[config.mk]
export PLATFORM = sky130hd
export DESIGN_NAME = pe_col_driver_flat
export DESIGN_NICKNAME = d
export VERILOG_FILES = /design/src/rtl/pe_col_driver_if.sv /design/src/rtl/pe_col_driver.sv /design/src/flat_wrapper.sv
export SDC_FILE = /design/constraint.sdc
export NUM_CORES = 1
export LEC_CHECK = 0
export BUFFER_PORTS_ARGS = -buffer_cell sky130_fd_sc_hd__buf_2
export CAP_MARGIN = 20
export CORE_MARGIN = 2
export CORE_UTILIZATION = 55
export DETAILED_ROUTE_END_ITERATION = 16
export PLACE_DENSITY = 0.8
export SKIP_CTS_REPAIR_TIMING = 1
export SLEW_MARGIN = 10
export SYNTH_ARGS = -nofsm -noshare
export SYNTH_HDL_FRONTEND = slang
export SYNTH_SLANG_ARGS = --single-unit
[constraint.sdc]
create_clock -name clk -period 3.28 [get_ports clk]
set_input_delay 0.328 -clock clk [delete_from_list [all_inputs] [get_ports clk]]
set_output_delay 0.328 -clock clk [all_outputs]
set_load 0.01 [all_outputs]
[src/rtl/pe_col_driver_if.sv]
// Source-side handshake bundle for the PE column driver: weight buffer and
// ifmap buffer valid/ready channels.
interface pe_col_driver_if #(
  parameter int DATA_W = 8
);
  logic              w_valid;
  logic [DATA_W-1:0] w_data;
  logic              w_ready;
  logic              if_valid;
  logic [DATA_W-1:0] if_data;
  logic              if_ready;

  // Buffers act as master, the driver as slave.
  modport master (
    output w_valid, w_data, if_valid, if_data,
    input  w_ready, if_ready
  );

  modport slave (
    input  w_valid, w_data, if_valid, if_data,
    output w_ready, if_ready
  );
endinterface

[src/rtl/pe_col_driver.sv]
// Drives one column of NUM_PE weight-stationary PEs: loads one weight per PE,
// streams ifmap samples into PE 0, then drains the chain before signalling done.
module pe_col_driver #(
  parameter int NUM_PE = 8,
  parameter int DATA_W = 8,
  parameter int CNT_W  = 16
) (
  input  logic              clk,
  input  logic              rst_n,
  input  logic              start,
  input  logic [CNT_W-1:0]  num_ifmap,
  pe_col_driver_if.slave    src,
  output logic [DATA_W-1:0] w_in,
  output logic [NUM_PE-1:0] w_load_en,
  output logic              PE_en,
  output logic [DATA_W-1:0] ifmap,
  output logic              ifmap_vld,
  output logic              busy,
  output logic              done
);

  localparam int IDX_W = (NUM_PE > 1) ? $clog2(NUM_PE) : 1;
  localparam logic [IDX_W-1:0]  IDX_LAST   = IDX_W'(NUM_PE - 1);
  localparam logic [IDX_W-1:0]  DRAIN_LAST = IDX_W'(NUM_PE - 2);
  localparam logic [NUM_PE-1:0] ONE_HOT0   = NUM_PE'(1);

  typedef enum logic [2:0] {
    IDLE   = 3'd0,
    LOAD_W = 3'd1,
    STREAM = 3'd2,
    DRAIN  = 3'd3,
    DONE   = 3'd4
  } state_t;

  state_t           state_q, state_d;
  logic [CNT_W-1:0] num_q;
  logic [CNT_W-1:0] cnt_q;
  logic [IDX_W-1:0] idx_q;
  logic [IDX_W-1:0] drain_q;
  logic             w_hs;
  logic             if_hs;

  assign src.w_ready  = (state_q == LOAD_W);
  assign src.if_ready = (state_q == STREAM);
  assign busy         = (state_q != IDLE);

  always_comb begin
    state_d = state_q;
    w_hs    = (state_q == LOAD_W) && src.w_valid;
    if_hs   = (state_q == STREAM) && src.if_valid;
    case (state_q)
      IDLE:   if (start) state_d = LOAD_W;
      // A zero-length pass skips streaming but still drains the chain.
      LOAD_W: if (w_hs && (idx_q == IDX_LAST))
                state_d = (num_q == '0) ? DRAIN : STREAM;
      STREAM: if (if_hs && (cnt_q == num_q - CNT_W'(1))) state_d = DRAIN;
      DRAIN:  if (drain_q == DRAIN_LAST) state_d = DONE;
      DONE:   state_d = IDLE;
      default: state_d = IDLE;
    endcase
  end

  always_ff @(posedge clk) begin
    if (!rst_n) state_q <= IDLE;
    else        state_q <= state_d;
  end

  // PE_en and done lag the state by one cycle, so PE_en covers STREAM..DRAIN
  // shifted by one and done lands while the FSM is back in IDLE.
  always_ff @(posedge clk) begin
    if (!rst_n) begin
      num_q     <= '0;
      cnt_q     <= '0;
      idx_q     <= '0;
      drain_q   <= '0;
      w_in      <= '0;
      w_load_en <= '0;
      PE_en     <= 1'b0;
      ifmap     <= '0;
      ifmap_vld <= 1'b0;
      done      <= 1'b0;
    end else begin
      w_load_en <= '0;
      ifmap     <= '0;
      ifmap_vld <= 1'b0;
      PE_en     <= (state_q == STREAM) || (state_q == DRAIN);
      done      <= (state_q == DONE);
      drain_q   <= (state_q == DRAIN) ? drain_q + IDX_W'(1) : '0;
      if ((state_q == IDLE) && start) begin
        num_q <= num_ifmap;
        cnt_q <= '0;
        idx_q <= '0;
      end
      if (w_hs) begin
        w_in      <= src.w_data;
        w_load_en <= ONE_HOT0 << idx_q;
        idx_q     <= idx_q + IDX_W'(1);
      end
      if (if_hs) begin
        ifmap     <= src.if_data;
        ifmap_vld <= 1'b1;
        cnt_q     <= cnt_q + CNT_W'(1);
      end
    end
  end

endmodule

[src/flat_wrapper.sv]
// flat-port wrapper written by rule: the top's interface ports become plain ports
module pe_col_driver_flat 
#(
  parameter int NUM_PE = 8,
  parameter int DATA_W = 8,
  parameter int CNT_W  = 16
)
  (clk, rst_n, start, num_ifmap, w_in, w_load_en, PE_en, ifmap, ifmap_vld, busy, done, src_w_valid, src_w_data, src_if_valid, src_if_data, src_w_ready, src_if_ready);
  pe_col_driver_if #(.DATA_W(DATA_W)) src_i ();
  input  logic clk;
  input  logic rst_n;
  input  logic start;
  input  logic [CNT_W-1:0] num_ifmap;
  output logic [DATA_W-1:0] w_in;
  output logic [NUM_PE-1:0] w_load_en;
  output logic PE_en;
  output logic [DATA_W-1:0] ifmap;
  output logic ifmap_vld;
  output logic busy;
  output logic done;
  input wire logic [$bits(src_i.w_valid)-1:0] src_w_valid;
  input wire logic [$bits(src_i.w_data)-1:0] src_w_data;
  input wire logic [$bits(src_i.if_valid)-1:0] src_if_valid;
  input wire logic [$bits(src_i.if_data)-1:0] src_if_data;
  output wire logic [$bits(src_i.w_ready)-1:0] src_w_ready;
  output wire logic [$bits(src_i.if_ready)-1:0] src_if_ready;
  assign src_i.w_valid = src_w_valid;
  assign src_i.w_data = src_w_data;
  assign src_i.if_valid = src_if_valid;
  assign src_i.if_data = src_if_data;
  assign src_w_ready = src_i.w_ready;
  assign src_if_ready = src_i.if_ready;
  pe_col_driver #(.NUM_PE(NUM_PE), .DATA_W(DATA_W), .CNT_W(CNT_W)) u_core (.clk(clk), .rst_n(rst_n), .start(start), .num_ifmap(num_ifmap), .src(src_i), .w_in(w_in), .w_load_en(w_load_en), .PE_en(PE_en), .ifmap(ifmap), .ifmap_vld(ifmap_vld), .busy(busy), .done(done));
endmodule
==> results of run 1 <==
-- layout make-up --
class / instances / area, um^2
Sequential cell: 68 / 1361
Timing Repair Buffer: 66 / 330.3
Clock buffer: 10 / 137.6
Tap cell: 72 / 90.09
Clock inverter: 5 / 52.55
Inverter: 9 / 33.78
Multi-Input combinational cell: 278 / 1763
Fill cell: 492 / 1839
-- worst max path at each step --
stage / slack (ns) / cells past startpoint / to / startpoint
after floorplan: 1.54 / 6 / u_core.cnt_q[15] / u_core.state_q[2]
after global placement: 1.31 / 6 / u_core.cnt_q[2] / u_core.state_q[0]
final: 1.19 / 6 / u_core.cnt_q[2] / u_core.state_q[0]
after CTS: 1.17 / 6 / u_core.cnt_q[2] / u_core.state_q[0]
after global routing: 0.96 / 6 / u_core.state_q[0] / u_core.num_q[2]
after detailed placement: 1.21 / 6 / u_core.cnt_q[2] / u_core.state_q[0]
-- power groups by stage --
| stage | logic [mW] | registers [mW] | clock network, mW |
|---|---|---|---|
| floorplan | 0.567 | 0.998 | 0 |
| global placement | 0.701 | 1.02 | 0 |
| detailed placement | 0.718 | 1.02 | 0 |
| CTS | 0.724 | 1.01 | 0.691 |
| global route | 0.820 | 1.02 | 0.726 |
| finish | 0.721 | 1.01 | 0.682 |
-- per-stage QoR --
stage	worst slack [ns]	total power [mW]	hold slack, ns	util	area (um^2)
5_1_grt	0.9596	2.568	0.2019	0.6720	3769
3_3_place_gp	1.305	1.720	0.4346	0.6381	3578
2_1_floorplan	1.543	1.565	0.4173	-	3238
6_report	1.189	2.410	0.2088	0.6720	3769
3_5_place_dp	1.206	1.743	0.4451	0.6381	3578
4_1_cts	1.172	2.421	0.2087	0.6720	3769
-- worst reg2reg max path: cells and delay by family, from the launching register on --
family,cells,cell delay [ns]
DFF,1,0.42
AOI/OAI and AO/OA,2,0.31
and+or+nand+nor,4,1.27
-- cells by family after synthesis --
logic type                 after synthesis
adders and majority gates                9
DFF                                     68
and+or+nand+nor                        177
xor gates and xnor gates                20
buffers and inverters                   27
AOI/OAI and AO/OA                       69
muxes                                    3
-- cells in the final DEF (no fill, tap or decap), types with 2 or more instances in the layout --
cell type,netlist,layout
nand4_1,7,7
nor4b_1,2,2
or3_1,3,3
o21a_1,3,3
nand2_1,64,64
nor2_1,20,20
and4_1,3,3
nor3_1,10,10
buf_2,4,66
a211o_1,2,2
a21oi_1,9,9
nor2b_1,6,6
nand2b_1,2,2
a21boi_0,26,26
xnor2_1,9,9
a22oi_1,5,5
o211ai_1,3,3
nand3_1,13,13
and2_1,20,20
ha_1,9,9
xor2_1,11,11
clkbuf_8,0,10
dfxtp_1,68,68
inv_1,9,9
a211oi_1,2,2
o21ai_0,9,9
a31o_2,2,2
clkinv_2,0,3
and3_1,14,14
mux2i_1,2,2
or4_1,3,3
o2111ai_1,2,2
-- flip-flops by register name, indices dropped and copies added, names as in the netlist --
signal,count
u_core.cnt_q,16
u_core.ifmap_vld,1
u_core.drain_q,3
u_core.state_q,3
u_core.ifmap,8
u_core.idx_q,3
u_core.done,1
u_core.num_q,16
u_core.w_load_en,8
u_core.PE_en,1
u_core.w_in,8
-- layer usage --
layer,track usage,vias up
met5,0,-
li1,-,1409
met3,0.06000,12
met2,0.3933,90
met1,0.3015,1298
met4,0.09492,0
==> impl_metrics.env, run 1 <==
export IMPL_dr_pass1_iters=4
export IMPL_ys_seq_area_frac=0.4204
export IMPL_synth_distinct_cells=50
export IMPL_synthMuxAreaShare=0.009660
export IMPL_min_period_ns=2.091
export IMPL_grt_setup_unrepaired="no"
export IMPL_hold_path_class="primary input to flop"
export IMPL_status="finished, final reports clean"
export IMPL_numPortBuffers=66
export IMPL_area_delta_synth_final_pct=16.38
export IMPL_power_switching_share=0.3464
export IMPL_drc=0
export IMPL_synth_ff_type="dfxtp_1"
export IMPL_ys_warn_count=0
export IMPL_synth_top_family_by_area="simple AND/OR/NAND/NOR gates"
export IMPL_crit_fanout=18
export IMPL_required_ns=3.53
export IMPL_synth_area_leader_cell="dfxtp_1"
export IMPL_synth_edf_count=0
export IMPL_die_w_um=80.73
export IMPL_wirelength_um=7084
export IMPL_synth_cells=373
export IMPL_drt_initial_drc_count=92
export IMPL_overflow=0
export IMPL_ys_ff_latch=68
export IMPL_cts_root_buf="clkbuf_8"
export IMPL_critPathLaunchType="flop"
export IMPL_core_area_um2=5608
export IMPL_holdPathEnd="u_core.ifmap[7]"
export IMPL_start_util=0.5774
export IMPL_peakVddDrop_mv=0.4440
export IMPL_drv_slew=0
export IMPL_fp_row_count=27
export IMPL_path_clk_slew_ns=0.07
export IMPL_num_vias=2809
export IMPL_grt_max_degree=58
export IMPL_globalRouteTotalUtil=0.2390
export IMPL_grt_pass1_wl_um=12080
export IMPL_wl_met3_um=462
export IMPL_drive_gt1_frac=0.2156
export IMPL_cap_violations=0
export IMPL_seqPwrFrac=0.418
export IMPL_syn_num_nets=419
export IMPL_synth_area_um2=3238
export IMPL_routed_wl_met2_um=3278
export IMPL_gp_congestion=0.8908
export IMPL_r2r_slack_ns=1.19
export IMPL_synth_compound_area_frac=0.1499
export IMPL_top_layer="met4"
export IMPL_antenna_found_initial=0
export IMPL_tns_ns=0
export IMPL_ios=67
export IMPL_fin_cells=508
export IMPL_hold_path_depth=2
export IMPL_switchingPower_uw=834.9
export IMPL_synthTopCellsByCount="dfxtp_1, nand2_1, a21boi_0"
export IMPL_pwr_share_comb=0.299
export IMPL_fmax_ghz=0.4783
export IMPL_cp_data_arrival_time_ns=2.34
export IMPL_dieArea_um2=6517
export IMPL_h_tree_depth=3
export IMPL_clk_path_buf_depth=2
export IMPL_antenna_left=0
export IMPL_cp_num_buf_inv=0
export IMPL_max_stage_delay_ns=0.61
export IMPL_crit_reg2reg_capture="u_core.cnt_q[2]"
export IMPL_hold_start="src_if_data[7]"
export IMPL_r2r_start="u_core.state_q[0]"
export IMPL_viasPerCell=5.530
export IMPL_r2r_cells=6
export IMPL_syn_area_per_cell_um2=8.681
export IMPL_worstSetupEndpointType="flop"
export IMPL_cts_num_sinks=68
export IMPL_synth_top_area_frac=0.4204
export IMPL_critPathKind="flop to flop"
export IMPL_worst_pin_slew_ns=0.9075
export IMPL_ys_top_cells_by_area="dfxtp_1, nand2_1, a21boi_0, and2_1, ha_1"
export IMPL_setup_viol=0
export IMPL_fin_nets=478
export IMPL_p_clk_frac=0.283
export IMPL_worst_path_max_delay_cell="and2_1"
export IMPL_synth_xor_xnor_area_share=0.05410
export IMPL_period_share=0.6375
export IMPL_hpwlAfterDp_um=4991
export IMPL_grt_pass1_vias=2722
export IMPL_async_reset_ff_frac=0
export IMPL_relSlewSlack=0.3935
export IMPL_dpl_cell_count=493
export IMPL_tritoncts="done"
export IMPL_n_antenna_cell=0
export IMPL_cts_buffers=9
export IMPL_synth_fa_ha_area_frac=0.03478
export IMPL_skew_ns=0.008682
export IMPL_die_h_um=80.73
export IMPL_final_hold_viol_count=0
export IMPL_synth_most_common_cell="dfxtp_1"
export IMPL_wl_per_cell_um=13.94
export IMPL_cp_top_family="simple AND/OR/NAND/NOR gates"
export IMPL_p_leak_nw=1.639
export IMPL_wl_met1_um=3235
export IMPL_crit_chain="nor3_1, and2_1, nor2_1, o21ai_0, o21ai_0, and2_1"
export IMPL_power_density_nw_per_um2=639.6
export IMPL_yosys_area_share_simple=0.2960
export IMPL_intPower_mw=1.576
export IMPL_clkLatencyLatePin_ns=0.35
No activity file was read; power rests on OpenSTA's default activity.
==> run 2, diff against run 1 <==
--- a/config.mk
+++ b/config.mk
@@ -5,12 +5,13 @@
 export SDC_FILE = /design/constraint.sdc
 export NUM_CORES = 1
 export LEC_CHECK = 0
+export ABC_AREA = 1
 export BUFFER_PORTS_ARGS = -buffer_cell sky130_fd_sc_hd__buf_2
 export CAP_MARGIN = 20
 export CORE_MARGIN = 2
-export CORE_UTILIZATION = 55
+export CORE_UTILIZATION = 49
 export DETAILED_ROUTE_END_ITERATION = 16
-export PLACE_DENSITY = 0.8
+export PLACE_DENSITY = 0.75
 export SKIP_CTS_REPAIR_TIMING = 1
 export SLEW_MARGIN = 10
 export SYNTH_ARGS = -nofsm -noshare
==> constraint.sdc (replaced) <==
create_clock -name clk -period 1.7 [get_ports clk]
set_input_delay 0.17 -clock clk [delete_from_list [all_inputs] [get_ports clk]]
set_output_delay 0.17 -clock clk [all_outputs]
set_load 0.01 [all_outputs]
==> impl_metrics.env, run 2 <==
export IMPL_fin_cells=656
export IMPL_grt_setup_unrepaired="yes"
export IMPL_final_hold_viol_count=0
export IMPL_crit_chain="inv_2, ha_4, nand2_2, nor2_4, nand2_1, nand2_1, nand2_1, nand2_1, nand2_1, nor2_1, nand4_1, nand2_2, nand3_2, nand2_1, nor2_1"
export IMPL_die_w_um=86.40
export IMPL_cp_common_cell="nand2_1"
export IMPL_grt_busiest_layer="met2"
export IMPL_drt_initial_drc_count=139
export IMPL_synth_distinct_cells=39
export IMPL_synth_top_area_frac=0.4092
export IMPL_gr_usage_met1=0.2671
export IMPL_tritoncts="done"
export IMPL_power_switching_share=0.4118
export IMPL_reg_top3="u_core.cnt_q: 16 flops, u_core.num_q: 16 flops"
export IMPL_required_ns=1.92
export IMPL_dpl_cell_count=634
export IMPL_async_reset_ff_frac=0
export IMPL_path_clk_slew_ns=0.07
export IMPL_synth_edf_count=0
export IMPL_antenna_found_initial=0
export IMPL_cts_buffers=9
export IMPL_peakVddDrop_mv=0.9811
export IMPL_setup_viol=5
export IMPL_cp_top_family="simple AND/OR/NAND/NOR gates"
export IMPL_max_stage_delay_ns=0.33
export IMPL_ys_seq_area_frac=0.4092
export IMPL_switchingPower_mw=2.255
export IMPL_final_cell_mix="nand2_1, nor2_1, buf_2"
export IMPL_synth_area_leader_cell="dfxtp_1"
export IMPL_die_h_um=86.40
export IMPL_crit_fanout=4
export IMPL_dieArea_um2=7465
export IMPL_drc=0
export IMPL_min_period_ns=1.772
export IMPL_cp_data_arrival_time_ns=1.99
export IMPL_violations="negative setup slack"
export IMPL_antenna_left=0
export IMPL_gp_congestion=0.8594
export IMPL_status="finished, violations left"
export IMPL_fp_row_count=30
export IMPL_fin_nets=617
export IMPL_seqPwrFrac=0.367
export IMPL_p_clk_frac=0.213
export IMPL_cap_violations=0
export IMPL_grtUsageMet2=0.3538
export IMPL_worst_pin_slew_ns=0.3427
export IMPL_critPathKind="flop to flop"
export IMPL_drv_slew=0
export IMPL_ios=67
export IMPL_worst_path_max_delay_cell="dfxtp_1"
export IMPL_utilization=0.6320
export IMPL_synth_cells=478
export IMPL_dr_pass1_iters=4
export IMPL_globalRouteTotalUtil=0.2169
export IMPL_mostFrequentLayoutCell="nand2_1"
export IMPL_design_power_total_mw=5.477
export IMPL_intPower_mw=3.222
export IMPL_drive_gt1_frac=0.2813
export IMPL_viasPerCell=4.977
export IMPL_overflow=0
export IMPL_pwr_share_comb=0.420
export IMPL_wl_per_cell_um=12.07
export IMPL_syn_num_nets=524
export IMPL_period_share=1.042
export IMPL_ys_warn_count=0
export IMPL_numPortBuffers=66
export IMPL_power_density_nw_per_um2=1297
export IMPL_hpwlAfterDp_um=5695
export IMPL_start_util=0.4979
export IMPL_fillers=586
export IMPL_relSlewSlack=0.7691
export IMPL_cts_num_sinks=68
export IMPL_core_area_um2=6681
export IMPL_synth_ff_type="dfxtp_1"
export IMPL_grt_pass1_vias=2986
export IMPL_ys_top_cells_by_area="dfxtp_1, nand2_1, nor2_1, inv_1, o21ai_0"
export IMPL_wirelength_um=7921
export IMPL_setup_slack_ns=-0.07162
export IMPL_p_leak_nw=2.071
export IMPL_fmax_ghz=0.5645
export IMPL_h_tree_depth=3
export IMPL_clkLatencyLatePin_ns=0.34
export IMPL_synthTopCellsByCount="nand2_1, nor2_1, dfxtp_1"
export IMPL_use_met3=0.06952
export IMPL_n_antenna_cell=0
export IMPL_grt_max_degree=35
export IMPL_worstSetupEndpointType="flop"
export IMPL_syn_area_per_cell_um2=6.960
export IMPL_area_delta_synth_final_pct=26.93
export IMPL_synth_area_um2=3327
export IMPL_critPathLaunchType="flop"
export IMPL_grt_pass1_wl_um=12820
export IMPL_num_vias=3265
export IMPL_ys_ff_latch=68
export IMPL_clk_path_buf_depth=2
export IMPL_hold_path_class="primary input to flop"
export IMPL_cp_num_buf_inv=1
export IMPL_pre_cts_slack_ns=-0.1075
export IMPL_skew_ns=0.009632
export IMPL_cts_root_buf="clkbuf_8"
export IMPL_synth_most_common_cell="nand2_1"
export IMPL_timing_hold_ws_ns=0.04112
run 2: changes by cell type after synthesis, moves of 7 or more:
cell      delta
nor2_2      +12
o21ai_0     +22
inv_1       +48
a21oi_1     +15
nand3_1      +7
and3_1      -13
and2_1      -20
nand2_1     +40
a21boi_0    -26
inv_2       +11
nor2_1      +61
run 2: power by group through the flow:
| stage | Clock, mW | Sequential (mW) | Combinational (mW) |
|---|---|---|---|
| floorplan | 0 | 2.03 | 1.48 |
| global placement | 0 | 2.02 | 2.09 |
| detailed placement | 0 | 2.01 | 2.15 |
| CTS | 1.18 | 1.99 | 2.16 |
| global route | 1.26 | 2.03 | 2.61 |
| finish | 1.17 | 2.01 | 2.30 |
run 2: path summary, 6_finish.rpt:
path	cells past startpoint	slack [ns]	to	startpoint
hold / removal	3	0.04	u_core.ifmap[0]	src_if_data[0]
hold reg to reg	1	0.45	u_core.drain_q[0]	u_core.drain_q[0]
setup reg to reg	15	-0.07	u_core.state_q[1]	u_core.num_q[0]
setup / recovery	15	-0.07	u_core.state_q[1]	u_core.num_q[0]
run 2: layout make-up:
class	instances	area, um^2	area share
clock buffer	11	131.4	0.03111
clock inverter	5	37.54	0.008889
inverter	72	284.0	0.06726
multi-input combinational	329	1764	0.4178
sequential	68	1376	0.3259
tap	80	100.1	0.02370
timing repair buffer	91	529.3	0.1253
run 2: worst reg2reg max path, stage by stage (launching register included):
cell and delay (ns):
dfxtp_1 0.33, inv_2 0.09, ha_4 0.17, nand2_2 0.10, nor2_4 0.16, nand2_1 0.07
nand2_1 0.05, nand2_1 0.06, nand2_1 0.06, nand2_1 0.05, nor2_1 0.10, nand4_1 0.14
nand2_2 0.13, nand3_2 0.06, nand2_1 0.06, nor2_1 0.04
run 2: logic make-up after synthesis:
kind of cell    after synthesis  synth area share
simple gates                237            0.3099
buf+inv                      81           0.09590
compound gates               72            0.1222
flops                        68            0.4092
xor+xnor                     11           0.02896
fa+ha+maj                     9           0.03385
run 2: through the flow:
| step | cell area [um^2] | setup TNS (ns) |
|---|---|---|
| 3_3_place_gp | 3865 | -0.02612 |
| 2_1_floorplan | 3327 | 0 |
| 5_1_grt | 4223 | -0.9979 |
| 4_1_cts | 4034 | -0.3152 |
| 3_5_place_dp | 3865 | -0.2354 |
| 6_report | 4223 | -0.1774 |
run 2: metal layers:
metal	vias up	share of wire	routed length (um)
met4	0	0.023	179
met2	84	0.49	3853
met5	-	0	0
met3	16	0.049	387
met1	1471	0.44	3501
li1	1694	-	-
